===== src/rtl/serial_add_ctrl.sv =====
// Bit-serial adder controller: drives one external full-adder cell LSB first to add a + b + cin.
// Latency: start accepted at edge E0, done pulses in the cycle after edge E_WIDTH; one result per WIDTH+1 cycles.
// Backpressure: none; start is accepted only in IDLE or DONE and ignored (not queued) while busy.
//
// Ports:
//   clk, rst_n                : clock, asynchronous active-low reset
//   start, a, b, cin          : request and operands, captured on the accepting edge
//   fa_a, fa_b, fa_cin        : bit pair and running carry presented to the full-adder cell
//   fa_sum, fa_carry          : combinational results returned by the cell
//   sum, cout                 : registered result, updated only on entry to DONE
//   busy, done                : busy while shifting, done is a one-cycle completion pulse
module serial_add_ctrl #(
  parameter int WIDTH = 8
) (
  input  logic             clk,
  input  logic             rst_n,
  input  logic             start,
  input  logic [WIDTH-1:0] a,
  input  logic [WIDTH-1:0] b,
  input  logic             cin,
  output logic             fa_a,
  output logic             fa_b,
  output logic             fa_cin,
  input  logic             fa_sum,
  input  logic             fa_carry,
  output logic [WIDTH-1:0] sum,
  output logic             cout,
  output logic             busy,
  output logic             done
);

  localparam int CW = (WIDTH > 1) ? $clog2(WIDTH) : 1;
  localparam logic [CW-1:0] LAST = CW'(WIDTH - 1);

  typedef enum logic [1:0] {
    IDLE  = 2'd0,
    SHIFT = 2'd1,
    DONE  = 2'd2
  } state_t;

  state_t           state;
  state_t           state_nxt;
  logic [WIDTH-1:0] a_reg;
  logic [WIDTH-1:0] b_reg;
  logic [WIDTH-1:0] res_reg;
  logic             carry_reg;
  logic [CW-1:0]    cnt;
  logic             load;
  logic             last_bit;

  always_ff @(posedge clk or negedge rst_n) begin
    if (!rst_n) begin
      state <= IDLE;
    end else begin
      state <= state_nxt;
    end
  end

  always_comb begin
    state_nxt = state;
    load      = 1'b0;
    last_bit  = 1'b0;
    busy      = 1'b0;
    done      = 1'b0;
    fa_a      = 1'b0;
    fa_b      = 1'b0;
    fa_cin    = 1'b0;
    case (state)
      IDLE: begin
        if (start) begin
          state_nxt = SHIFT;
          load      = 1'b1;
        end
      end
      SHIFT: begin
        busy   = 1'b1;
        fa_a   = a_reg[0];
        fa_b   = b_reg[0];
        fa_cin = carry_reg;
        if (cnt == LAST) begin
          state_nxt = DONE;
          last_bit  = 1'b1;
        end
      end
      DONE: begin
        done = 1'b1;
        // Back-to-back: a start seen during the done cycle reloads immediately.
        if (start) begin
          state_nxt = SHIFT;
          load      = 1'b1;
        end else begin
          state_nxt = IDLE;
        end
      end
      default: state_nxt = IDLE;
    endcase
  end

  always_ff @(posedge clk or negedge rst_n) begin
    if (!rst_n) begin
      a_reg     <= '0;
      b_reg     <= '0;
      res_reg   <= '0;
      carry_reg <= 1'b0;
      cnt       <= '0;
      sum       <= '0;
      cout      <= 1'b0;
    end else if (load) begin
      a_reg     <= a;
      b_reg     <= b;
      carry_reg <= cin;
      res_reg   <= '0;
      cnt       <= '0;
    end else if (state == SHIFT) begin
      a_reg     <= a_reg >> 1;
      b_reg     <= b_reg >> 1;
      // Sum bits enter at the MSB so that after WIDTH shifts bit 0 sits at the LSB.
      res_reg   <= {fa_sum, res_reg[WIDTH-1:1]};
      carry_reg <= fa_carry;
      cnt       <= cnt + CW'(1);
      if (last_bit) begin
        sum  <= {fa_sum, res_reg[WIDTH-1:1]};
        cout <= fa_carry;
      end
    end
  end

endmodule


===== config.mk =====
export PLATFORM = sky130hd
export DESIGN_NAME = serial_add_ctrl
export DESIGN_NICKNAME = d
export VERILOG_FILES = /design/src/rtl/serial_add_ctrl.sv
export SDC_FILE = /design/constraint.sdc
export NUM_CORES = 1
export LEC_CHECK = 0
export BUFFER_PORTS_ARGS = -buffer_cell sky130_fd_sc_hd__buf_4
export CAP_MARGIN = 20
export CORE_MARGIN = 2
export CORE_UTILIZATION = 40
export DETAILED_ROUTE_END_ITERATION = 8
export HOLD_SLACK_MARGIN = 0.15
export PLACE_DENSITY_LB_ADDON = 0.3
export SETUP_SLACK_MARGIN = 0.3
export SYNTH_ARGS = -nofsm -noshare
export SYNTH_HDL_FRONTEND = slang
export SYNTH_SLANG_ARGS = --single-unit

===== constraint.sdc =====
create_clock -name clk -period 1.9 [get_ports clk]
set_input_delay 0.38 -clock clk [delete_from_list [all_inputs] [get_ports clk]]
set_output_delay 0.38 -clock clk [all_outputs]
set_load 0.05 [all_outputs]

== Yosys cells after proc, flatten, opt, wreduce, memory -nomap -nowiden ==
Index checks and enable logic that the tools add are counted.
Widths: inputs -> output; s select.
Storage, ports and cells
  bits in registers: 39
  input port bits: 22
Operators by class
  add/sub/neg operators: 1
  equal/unequal tests: 5
  multiplexer cells: 23
  bitwise logic cells: 1
  reduce and logical (&&, ||, !) cells: 5
Operator list (count)
  $mux 8: 6
  $mux 1: 12
  $mux 3: 2
  $pmux 2 s3: 1
  $mux 2: 2
  $ne 2x2->1 const B: 2
  $add 3x1->3 const B: 1
  $eq 3x3->1 const B: 1
  $reduce_and 3->1: 1
  $eq 2x1->1 const B: 1
  $eq 2x2->1 const B: 1
  $logic_not 2->1: 1
  $reduce_and 2->1: 1
  $reduce_bool 2->1: 1
  $reduce_or 2->1: 1
  $not 1->1: 1

== Longest topological paths before layout ==
  depth in word-level cells: 5
  gate-level depth with buffers: 5
  depth with buffers taken out: 4

== Worst setup path after synthesis ==
Ideal clock, no wire load.
  path kind: reg-to-output
  from: register state[1]
  to: output port fa_a
  arrival: 1.845 ns
  path slack: -0.325 ns
  stages on the path, launching flop included: 4
  path buffers: 1
  cells stage by stage: dfrtp_1 > buf_6 > nor2b_1 > and2_1
Between the ends
  cells in the longest elaborated chain, start to end: 2
Ends and longest elaborated chain
  from (decl): RTL line 41  | state_t state;
  from (signal assigned): RTL line 55  | state <= state_nxt;
  $eq 2x1->1: RTL line 68  | case (state)
  $mux 1: RTL line 68
  to (decl): RTL line 21  | output logic fa_a,
No other way between the ends.

== Final worst setup path ==
Ends and elaborated chain as after synthesis.

==> results_dict.tcl <==
set metrics [dict create \
    status "finished clean" \
    setup_tns_ns 0 \
    grt_max_degree 39 \
    min_path_type "in2reg" \
    crit_path_end_kind "output port" \
    hold_ws_ns 0.3377 \
    r2r-start "cnt[0]" \
    dpl.hpwl_um 2530 \
    syn_avg_cell_area_sq_um 13.83 \
    slew_viol_final 0 \
    r2r_cells 5 \
    gp_congestion 0.7032 \
    portBuffers 35 \
    first_global_vias 1299 \
    ant_nets 0 \
    total_power_mw 3.902 \
    holdPathStages 2 \
    synth_seq_area_share_pct 49.10 \
    synth_area_sq_um 1937 \
    clockRootBuffer "clkbuf_8" \
    firstDrtPassIters 4 \
    area_growth_syn_to_layout_pct 26.42 \
    synth_top_area_cell "dfrtp_1" \
    clk_latency_ns 0.29 \
    num-fill-cells 404 \
    finalSetupViolations 0 \
    synth_fp_nets 164 \
    skew_ns 0.004973 \
    die_h_um 73.59 \
    clk_path_buf_depth 2 \
    yosysWarnings 0 \
    fp.dieW_um 73.59 \
    cp-endpoint "fa_a" \
    path_clk_slew_ns 0.08 \
    rsz0062_at_grt "true" \
    final_cell_mix "mux2i_1, buf_4, dfrtp_1" \
    avgRoutedWirePerCell_um 14.99 \
    drc 0 \
    utilization_pct 52.19 \
    cp.arrival_ns 1.18 \
    fin_ws_ns 0.3419 \
    grt-ovfl-total 0 \
    min_period_over_period_pct 82.00 \
    yosysUniqueCellTypes 20 \
    worst_slew_pin_slew_ns 0.4677 \
    numCtsBuffers 5 \
    min_period_ns 1.558 \
    start_util_pct 41.28 \
    dieArea_sq_um 5415 \
    reg2reg_slack_ns 0.40 \
    netlist_top_cells_area "dfrtp_1, mux2i_1, mux2_4" \
    drive_above_1_share_pct 38.92 \
    routed_wl_um 3583 \
    post-place-ws_ns 0.3738 \
    hold_viol 0 \
    cp-start-kind "register" \
    critPathKind "reg2out" \
    powerDensity_nw_per_um2 1594 \
    n_antenna_cell 0 \
    cts_max_level 2 \
    dr_total_vias 1231 \
    drt_iter0_drc 43 \
    ir_worst_vdd_mv 0.9192 \
    grt_first_pass_wirelength_um 6078 \
    antenna_found_initial 0 \
    crit_required_ns 1.52 \
    final_nets 208 \
    via_per_inst 5.151 \
    final_common_cell "mux2i_1" \
    io-pin-count 36 \
    yosysTopAreaCellShare_pct 49.10 \
    netlist_instances 140 \
    max_freq_ghz 0.6418 \
    crit_fanout 4 \
    tritoncts "done" \
    relSlewSlack_pct 68.82 \
    timing.rr.end "sum[4]" \
    crit_start "state[1]" \
    rows 25 \
    cts.sinks 38 \
    grtUsageTotal_pct 14.63 \
    core_sq_um 4692 \
    cap_violations 0 \
    p_leak_nw 1.272 \
    ys_seq_elements 38 \
]
==> area by class of cell <==
class,instances,area (sq um),share of cell area [%]
Sequential cell,38,952.2,38.89
Multi-Input combinational cell,91,925.9,37.81
Timing Repair Buffer,47,389.1,15.89
Clock buffer,8,110.1,4.497
Tap cell,54,67.56,2.759
Inverter,1,3.754,0.1533
==> cells by family (layout without fill, tap and decap cells) <==
family                   Yosys count  after routing  synth area share [%]
AO/OA/AOI/OAI                     12             12                 5.039
flip-flops                        38             38                 49.10
adder cells (fa/ha/maj)            2              2                 1.292
multiplexers                      66             66                 37.08
XOR/XNOR                           1              1                0.4523
buffers and inverters             11             56                 4.005
AND/OR/NAND/NOR                   10             10                 3.036
==> what timing repair did <==
action | 4_1_cts | 5_1_grt
setup endpoints to repair | 5 | 13
setup buffers | 2 | 1
hold buffers | 1 | 0
endpoints found under the hold margin | 38 | 0
pin swaps | 0 | 2
resized for setup | 6 | 7
==> critical path, cell delays in order, from the launching register on <==
cell and delay (ns):
dfrtp_2 0.44, nor2b_4 0.15, and2_4 0.16, buf_8 0.14
==> cells in the mapped netlist <==
| library cell | count |
|---|---|
| o21ai_0 | 2 |
| nor2_2 | 1 |
| nand3_1 | 2 |
| clkbuf_1 | 1 |
| mux2_2 | 2 |
| inv_1 | 1 |
| xnor2_1 | 1 |
| mux2_1 | 8 |
| dfrtp_1 | 38 |
| ha_1 | 2 |
| and2_1 | 3 |
| nand3b_1 | 1 |
| mux2_4 | 9 |
| mux2i_1 | 47 |
| buf_2 | 2 |
| a22o_1 | 10 |
| nor2_1 | 1 |
| nor2b_1 | 2 |
| buf_4 | 5 |
| buf_6 | 2 |
==> routing by layer <==
layer | global-route usage [%] | routed length [um]
met2 | 23.81 | 1760
met1 | 19.19 | 1635
met3 | 4.252 | 146
met4 | 3.636 | 41
met5 | 0 | 0
==> metrics by stage <==
stage,cells,instance area [sq um]
after detailed placement,227,2267
after floorplan,140,1951
after global routing,239,2449
after global placement,227,2267
after CTS,238,2422
final,239,2449
==> worst min path at each step <==
stage	slack, ns	from	end
after global placement	0.37	rst_n	res_reg[5]
after global routing	0.33	fa_sum	sum[7]
after CTS	0.33	fa_carry	cout
after detailed placement	0.38	rst_n	res_reg[5]
final	0.34	fa_carry	cout
after floorplan	0.08	rst_n	a_reg[0]
==> power by group <==
group | switching, mW | internal (mW) | leakage [nW]
Clock | 0.273 | 0.366 | 0.0575
Combinational | 0.967 | 0.906 | 0.731
Sequential | 0.250 | 1.14 | 0.483
Total | 1.49 | 2.41 | 1.27
No activity file was read; power rests on OpenSTA's default activity.
